==> config.mk <==
export PLATFORM = sky130hd
export DESIGN_NAME = serial_pattern_tx
export DESIGN_NICKNAME = d
export VERILOG_FILES = /design/src/rtl/serial_pattern_pkg.sv /design/src/rtl/serial_pattern_shreg.sv /design/src/rtl/serial_pattern_tx.sv
export SDC_FILE = /design/constraint.sdc
export NUM_CORES = 1
export LEC_CHECK = 0
export ABC_AREA = 0
export CAP_MARGIN = 20
export CORE_ASPECT_RATIO = 1.1
export CORE_MARGIN = 2
export CORE_UTILIZATION = 50
export CTS_BUF_LIST = sky130_fd_sc_hd__clkbuf_8 sky130_fd_sc_hd__clkbuf_16
export DETAILED_ROUTE_END_ITERATION = 12
export DONT_BUFFER_PORTS = 1
export PLACE_DENSITY = 0.64
export REMOVE_ABC_BUFFERS = 1
export SYNTH_ARGS = -nofsm -noshare
export SYNTH_HDL_FRONTEND = slang
export SYNTH_HIERARCHICAL = 1
export SYNTH_SLANG_ARGS = --single-unit
==> constraint.sdc <==
create_clock -name clk -period 3.5 [get_ports clk]
set_clock_uncertainty 0.05 [all_clocks]
set_input_delay 0.875 -clock clk [delete_from_list [all_inputs] [get_ports clk]]
set_output_delay 0.875 -clock clk [all_outputs]
set_load 0.03 [all_outputs]
==> src/rtl/serial_pattern_pkg.sv <==
// rtl/serial_pattern_pkg.sv - shared FSM type and default sizing for the serial pattern transmitter
//
// Purpose: FSM state enum and default parameter values used by
//          serial_pattern_tx and serial_pattern_shreg.
// Ports:   none (package).
package serial_pattern_pkg;

  typedef enum logic [1:0] {
    IDLE  = 2'd0,
    SHIFT = 2'd1,
    GAP   = 2'd2
  } state_t;

  localparam int DEF_WIDTH      = 8;
  localparam int DEF_GAP_CYCLES = 2;
  localparam int GAP_CNT_W      = 4;

endpackage

==> src/rtl/serial_pattern_shreg.sv <==
// rtl/serial_pattern_shreg.sv - load/shift register with bit down-counter
//
// Purpose: holds the frame left-aligned so the bit currently on the line is
//          always the MSB; counts remaining bits down to zero.
// Ports:
//   clk, reset        - clock, synchronous active-high reset
//   load              - capture load_pattern/load_len (overrides shift)
//   shift             - advance one bit toward the MSB
//   load_pattern      - raw pattern, bit load_len-1 is sent first
//   load_len          - bit count; 0 or above WIDTH means WIDTH
//   bit_out           - registered current serial bit
//   last_bit          - high while the final bit of the frame is on bit_out
module serial_pattern_shreg
  import serial_pattern_pkg::*;
#(
  parameter int WIDTH = DEF_WIDTH,
  parameter int LW    = $clog2(WIDTH) + 1
) (
  input  logic             clk,
  input  logic             reset,
  input  logic             load,
  input  logic             shift,
  input  logic [WIDTH-1:0] load_pattern,
  input  logic [LW-1:0]    load_len,
  output logic             bit_out,
  output logic             last_bit
);

  localparam int CW = $clog2(WIDTH);

  logic [WIDTH-1:0] r_shreg;
  logic [CW-1:0]    r_cnt;
  logic [LW-1:0]    w_len;

  always_comb begin
    w_len = load_len;
    if (load_len == '0 || load_len > LW'(WIDTH)) begin
      w_len = LW'(WIDTH);
    end
  end

  // Left-aligning drops pattern bits above len-1 and fills zeros below, so
  // shifting past the final bit leaves the register (and the line) at 0.
  always_ff @(posedge clk) begin
    if (reset) begin
      r_shreg <= '0;
      r_cnt   <= '0;
    end else if (load) begin
      r_shreg <= load_pattern << (LW'(WIDTH) - w_len);
      r_cnt   <= CW'(w_len - 1'b1);
    end else if (shift) begin
      r_shreg <= {r_shreg[WIDTH-2:0], 1'b0};
      if (r_cnt != '0) begin
        r_cnt <= r_cnt - 1'b1;
      end
    end
  end

  assign bit_out  = r_shreg[WIDTH-1];
  assign last_bit = (r_cnt == '0);

endmodule

==> src/rtl/serial_pattern_tx.sv <==
// rtl/serial_pattern_tx.sv - MSB-first serial pattern transmitter with idle gap
//
// Purpose: sends len bits of pattern (bit len-1 first), then GAP_CYCLES low
//          cycles, then pulses done. Optional repeat mode is enabled by
//          defining SERIAL_PATTERN_TX_REPEAT_EN.
// Ports:
//   clk, reset  - clock, synchronous active-high reset
//   start       - frame request, sampled only in IDLE
//   pattern     - bits to send
//   len         - bit count; 0 or above WIDTH means WIDTH
//   rpt         - (repeat build only) repeat the frame until stopped
//   stop        - (repeat build only) finish after the current gap
//   out         - serial bit stream
//   busy        - high during SHIFT and GAP
//   done        - one-cycle completion pulse
module serial_pattern_tx
  import serial_pattern_pkg::*;
#(
  parameter int WIDTH      = DEF_WIDTH,
  parameter int GAP_CYCLES = DEF_GAP_CYCLES
) (
  input  logic                   clk,
  input  logic                   reset,
  input  logic                   start,
  input  logic [WIDTH-1:0]       pattern,
  input  logic [$clog2(WIDTH):0] len,
`ifdef SERIAL_PATTERN_TX_REPEAT_EN
  // "repeat" is a reserved word, hence rpt.
  input  logic                   rpt,
  input  logic                   stop,
`endif
  output logic                   out,
  output logic                   busy,
  output logic                   done
);

  localparam int LW = $clog2(WIDTH) + 1;
  localparam logic [GAP_CNT_W-1:0] GAP_LOAD = GAP_CNT_W'(GAP_CYCLES - 1);

  state_t                 r_state;
  logic                   r_busy;
  logic                   r_done;
  logic [GAP_CNT_W-1:0]   r_gap_cnt;

  logic                   w_load;
  logic                   w_shift;
  logic                   w_last_bit;
  logic                   w_gap_end;
  logic                   w_again;
  logic [WIDTH-1:0]       w_load_pattern;
  logic [LW-1:0]          w_load_len;

`ifdef SERIAL_PATTERN_TX_REPEAT_EN
  logic                   r_rpt;
  logic                   r_stop_seen;
  logic [WIDTH-1:0]       r_pattern;
  logic [LW-1:0]          r_len;

  // The captured copy feeds reloads; stop is latched so a short pulse
  // anywhere in the frame still ends it at the next gap boundary.
  always_ff @(posedge clk) begin
    if (reset) begin
      r_rpt       <= 1'b0;
      r_stop_seen <= 1'b0;
      r_pattern   <= '0;
      r_len       <= '0;
    end else if (r_state == IDLE) begin
      if (start) begin
        r_rpt       <= rpt;
        r_stop_seen <= 1'b0;
        r_pattern   <= pattern;
        r_len       <= len;
      end
    end else if (stop) begin
      r_stop_seen <= 1'b1;
    end
  end
`endif

  always_comb begin
    w_gap_end = (r_state == GAP) && (r_gap_cnt == '0);
`ifdef SERIAL_PATTERN_TX_REPEAT_EN
    w_again        = w_gap_end && r_rpt && !r_stop_seen && !stop;
    w_load_pattern = (r_state == IDLE) ? pattern : r_pattern;
    w_load_len     = (r_state == IDLE) ? len : r_len;
`else
    w_again        = 1'b0;
    w_load_pattern = pattern;
    w_load_len     = len;
`endif
    w_load  = ((r_state == IDLE) && start) || w_again;
    w_shift = (r_state == SHIFT);
  end

  serial_pattern_shreg #(
    .WIDTH (WIDTH),
    .LW    (LW)
  ) u_shreg (
    .clk          (clk),
    .reset        (reset),
    .load         (w_load),
    .shift        (w_shift),
    .load_pattern (w_load_pattern),
    .load_len     (w_load_len),
    .bit_out      (out),
    .last_bit     (w_last_bit)
  );

  always_ff @(posedge clk) begin
    if (reset) begin
      r_state   <= IDLE;
      r_busy    <= 1'b0;
      r_done    <= 1'b0;
      r_gap_cnt <= '0;
    end else begin
      r_done <= 1'b0;
      case (r_state)
        IDLE: begin
          if (start) begin
            r_state <= SHIFT;
            r_busy  <= 1'b1;
          end
        end
        SHIFT: begin
          if (w_last_bit) begin
            r_state   <= GAP;
            r_gap_cnt <= GAP_LOAD;
          end
        end
        GAP: begin
          if (w_again) begin
            r_state <= SHIFT;
          end else if (w_gap_end) begin
            r_state <= IDLE;
            r_busy  <= 1'b0;
            r_done  <= 1'b1;
          end else begin
            r_gap_cnt <= r_gap_cnt - 1'b1;
          end
        end
        default: begin
          r_state <= IDLE;
          r_busy  <= 1'b0;
        end
      endcase
    end
  end

  assign busy = r_busy;
  assign done = r_done;

endmodule
## Yosys cells after proc, flatten, opt, wreduce, memory -nomap -nowiden

Index checks and enable logic that the tools add are counted.

| storage, ports and cells | value |
|---|---|
| register bits after elaboration | 19 |
| input bits | 15 |
| output and inout port bits | 3 |
| word-level logic and storage cells | 53 |

| cells by class | value |
|---|---|
| $add $sub $neg | 4 |
| $lt $le $gt $ge | 1 |
| eq/ne operators | 6 |
| shift operators | 1 |
| mux-type cells | 17 |
| bitwise gates (word level) | 2 |
| reduce and logical (&&, ||, !) cells | 16 |

Operators by type and width:

| operator | number |
|---|---|
| $mux 8 | 2 |
| $mux 4 | 3 |
| $mux 3 | 3 |
| $reduce_and 3->1 | 3 |
| $logic_not 4->1 | 2 |
| $ne 2x2->1 const B | 4 |
| $pmux 4 s2 | 1 |
| $shl 8x4->8 | 1 |
| $mux 2 | 3 |
| $pmux 2 s3 | 1 |
| $reduce_bool 2->1 | 3 |
| $sub 3x1->3 const B | 2 |
| $gt 4x4->1 const B | 1 |
| $sub 4x1->4 const B | 1 |
| $sub 4x4->4 const A | 1 |
| $logic_not 3->1 | 1 |
| $mux 1 | 3 |
| $pmux 1 s3 | 1 |
| $reduce_bool 3->1 | 1 |
| $eq 2x1->1 const B | 1 |
| $eq 2x2->1 const B | 1 |
| $logic_and 1x1->1 | 2 |
| $logic_not 2->1 | 1 |
| $not 1->1 | 2 |
| 3 further kinds | 3 |

## Longest topological paths before layout

| logic depth | value |
|---|---|
| depth after elaboration | 6 |
| mapped depth | 11 |
| depth with buffers taken out | 9 |

## Modules after synthesis

Netlist, hierarchy kept.

Modules (own cells, without submodules):

| module | instances | cells each | area an instance (um^2) | sequential area each (um^2) |
|---|---|---|---|---|
| serial_pattern_shreg | 1 | 90 | 804.5 | 220.2 |
| serial_pattern_tx | 1 | 43 | 384.1 | 160.2 |

## Worst setup path before layout

No wires, ideal clock.

| timing | value |
|---|---|
| path type | input-to-reg |
| start | in len[0] |
| end | reg u_shreg.r_shreg[7] |
| setup time | 0.132 ns |
| data arrival time | 2.520 ns |
| path slack | 0.798 ns |
| stages on the path | 8 |
| cell sequence | nor2b_2 -> buf_6 -> inv_4 -> ha_1 -> clkbuf_1 -> mux4_2 -> a221oi_2 -> nor3_1 |

| on the way | value |
|---|---|
| word-level cells in the longest chain between the ends | 6 |
| elaborated cells on any way between the ends | 7 |
| those cells by class | add/sub: 1; order compare: 1; shift: 1; mux: 2; reduce/logical: 2 |

RTL lines:

| what | RTL line | RTL |
|---|---|---|
| start, declared | serial_pattern_tx.sv:26 | `input logic [$clog2(WIDTH):0] len,` |
| $gt 4x4->1 / $logic_not 4->1 (equally long branches) | serial_pattern_shreg.sv:37 | `if (load_len == '0 \|\| load_len > LW'(WIDTH)) begin` |
| $logic_or 1x1->1 | serial_pattern_shreg.sv:37 |  |
| $mux 4 * | serial_pattern_shreg.sv:37 |  |
| $sub 4x4->4 * | serial_pattern_shreg.sv:49 | `r_shreg <= load_pattern << (LW'(WIDTH) - w_len);` |
| $shl 8x4->8 * | serial_pattern_shreg.sv:49 |  |
| $mux 8 * | serial_pattern_shreg.sv:48 | `end else if (load) begin` |
| end signal, assigned | serial_pattern_shreg.sv:49 |  |
| end signal, assigned | serial_pattern_shreg.sv:52 | `r_shreg <= {r_shreg[WIDTH-2:0], 1'b0};` |
| end, declared | serial_pattern_shreg.sv:31 | `logic [WIDTH-1:0] r_shreg;` |

Every way passes the cells marked *; elsewhere a longest branch is shown, timed or not.
A chain may end at the register's enable or synchronous reset.

## Worst setup path in the final report

Ends and elaborated chain as after synthesis.

==> impl_metrics.py <==
metrics = {
    "setup_path": {
        "critical_path_buf_inv_count": 1,
        "endpoint_kind": "register",
        "cp_cell_sequence": "nor2b_2 -> inv_4 -> ha_1 -> mux4_2 -> a221oi_2 -> nor3_1",
        "worst_ep_arrival_time_ns": 2.72,
        "reg2regPathDepth": 8,
        "r2r_slack_ns": 1.52,
        "reg2reg_from": "r_state[0]",
        "critical_path.startpoint_type": "input port",
        "cp.required_ns": 3.60,
        "cp_top_family": "multiplexers",
        "crit_cells": 6,
        "path_class": "input port to register",
        "r2r_end": "u_shreg/r_cnt[2]",
        "crit_path_top_delay_cell": "mux4_2",
        "slowest_delay_ns": 0.57,
        "path_max_fanout": 9,
    },
    "hold_path": {
        "whs_endpoint": "u_shreg/r_shreg[3]",
        "hold_class": "register to register",
        "hold_start": "u_shreg/r_shreg[3]",
        "hold-path-cell-count": 2,
    },
    "sta": {
        "clock.fmax_mhz": 382,
        "maxSlewViolCount": 0,
        "tightest_slew_ns": 0.788,
        "finalSetupViolCount": 0,
        "final-hold-violation-count": 0,
        "finalCritPeriodShare_pct": 74.9,
        "setup_tns_ns": 0,
        "finalCriticalPeriod_ns": 2.62,
        "slew_headroom_pct": 47.3,
        "hold_ws_ns": 0.418,
        "rsz0062_at_grt": "false",
    },
    "detailed_routing": {
        "wirelength_mm": 2.44,
        "wire_per_inst_um": 15.1,
        "via_per_inst": 6.06,
        "route.detailed.drc": 0,
        "drtAntennaViolNets": 0,
        "drt_iter0_drc": 23,
        "first_pass_iters": 4,
        "vias": 976,
    },
    "global_routing": {
        "grt_pass1_vias": 930,
        "grt_max_degree": 20,
        "grt.total_usage_pct": 20.5,
        "overflow": 0,
        "antenna_found_initial": 0,
        "grt_first_pass_wirelength_mm": 4.24,
    },
    "die": {
        "rows": 18,
        "die_area_um2": 2780,
        "die_h_um": 55.1,
        "core_um2": 2250,
        "io_pins": 18,
        "start_util_pct": 52.8,
        "die_x_um": 50.5,
    },
    "finish": {
        "drive_gt1_share_pct": 12.2,
        "final_core_util_pct": 55.5,
        "final_common_cell": "dfxtp_1",
        "layout_common_cells": "dfxtp_1, inv_1, a21oi_1, nor2_1",
        "num_antenna_cells": 0,
        "syn_to_final_growth_pct": 5.16,
        "nets": 151,
    },
    "yosys": {
        "syn_area_um2": 1190,
        "synth_edf_count": 0,
        "ys_seq_area_share_pct": 32.0,
        "synth_flop_cell": "dfxtp_1",
        "ys_types": 41,
        "synthArstFlopShare_pct": 0,
        "ys_seq_elements": 19,
        "avgSynthCellArea_um2": 8.94,
        "syn_inst": 133,
        "yosys_warnings": 6,
    },
    "clock_tree": {
        "clkSinkCount": 19,
        "post_cts_resized": 0,
        "worstSkewPairLatency_ns": 0.26,
        "cts.clk_slew.worst_paths_ns": 0.08,
        "post-cts-setup-buffer-count": 0,
        "root_buffer": "clkbuf_8",
        "htree_levels": 1,
        "cts_tree": "done",
        "numCtsBuffers": 3,
        "ctsHoldBuffers": 0,
        "clk_path_buf_depth": 2,
    },
    "placed_design": {
        "port_buffers": 0,
        "detailed_place_hpwl_mm": 1.84,
        "place.gp.congestion": 0.843,
    },
    "pwr": {
        "p_leak_nw": 0.476,
        "ir_drop_mv": 0.241,
        "power.density_nw_per_um2": 470,
    },
    "status": {
        "status": "finished clean",
    },
    "flow_run": {
        "maxCapViolCount": 0,
    },
}
worst max-delay path by stage:
stage	to	startpoint
detailed placement	u_shreg/r_shreg[7]	len[0]
floorplan	u_shreg/r_cnt[2]	start
global placement	u_shreg/r_shreg[7]	len[0]
CTS	u_shreg/r_shreg[7]	len[0]
global route	u_shreg/r_shreg[7]	len[0]
finish	u_shreg/r_shreg[7]	len[0]
cell families (layout without fill, tap and decap cells):
group           Yosys count  in the layout  synth area share, %
buf+inv                  21             19                 7.58
xor+xnor                  2              2                 1.47
fa+ha+maj                 4              4                 4.21
mux                      10             10                 14.3
compound gates           40             40                 23.3
flops                    19             19                 32.0
simple gates             37             37                 17.2
flip-flops by register name, summed over array words and instances (netlist names):
register / flops
u_shreg/r_shreg: 8
r_gap_cnt: 4
u_shreg/r_cnt: 3
r_state: 2
busy: 1
done: 1
report_power, final:
group / switching (mW) / total, mW / internal [mW] / leakage (nW)
registers: 0.0237 / 0.265 / 0.241 / 0.156
clock network: 0.0772 / 0.156 / 0.0792 / 0.0255
logic: 0.0922 / 0.166 / 0.0736 / 0.295
total: 0.193 / 0.587 / 0.394 / 0.476
cell usage after synthesis, drive strengths merged, types with 5 or more instances:
master,n,area share (%)
mux2i,5,4.5
nor3,5,2.1
nand2b,7,3.7
dfxtp,19,32
nor2,8,2.5
a211oi,7,4.4
a21oi,12,5.1
mux4,5,9.8
inv,14,4.6
metrics by stage:
stage / setup slack, ns / power [mW] / area [um^2] / instances
floorplan: 0.262 / 0.400 / 1150 / 126
global placement: 0.687 / 0.430 / 1200 / 157
detailed placement: 0.622 / 0.434 / 1200 / 157
CTS: 0.887 / 0.590 / 1250 / 161
global route: 0.726 / 0.624 / 1250 / 161
finish: 0.880 / 0.587 / 1250 / 161
per-layer routing:
metal | up-vias | global-route usage [%] | wire length (um) | part of all wire [%]
met5 | - | 0 | 0 | 0
met4 | 0 | 11.7 | 27 | 1.1
met3 | 2 | 4.57 | 125 | 5.1
met2 | 22 | 35.7 | 1170 | 48
met1 | 466 | 23.9 | 1110 | 46
li1 | 486 | - | - | -
worst min-delay path: stages, from the launching register on:
cell and delay [ns]:
dfxtp_1 0.30, inv_1 0.07, a211oi_1 0.06
area by class of cell:
| type | count | area [um^2] |
|---|---|---|
| sequential | 19 | 380 |
| fill | 225 | 1000 |
| clock inverter | 1 | 5.00 |
| tap | 30 | 37.5 |
| multi-input combinational | 93 | 723 |
| timing repair buffer | 1 | 7.51 |
| clock buffer | 3 | 41.3 |
| inverter | 14 | 55.1 |
Power figures use the tool's default switching activity.
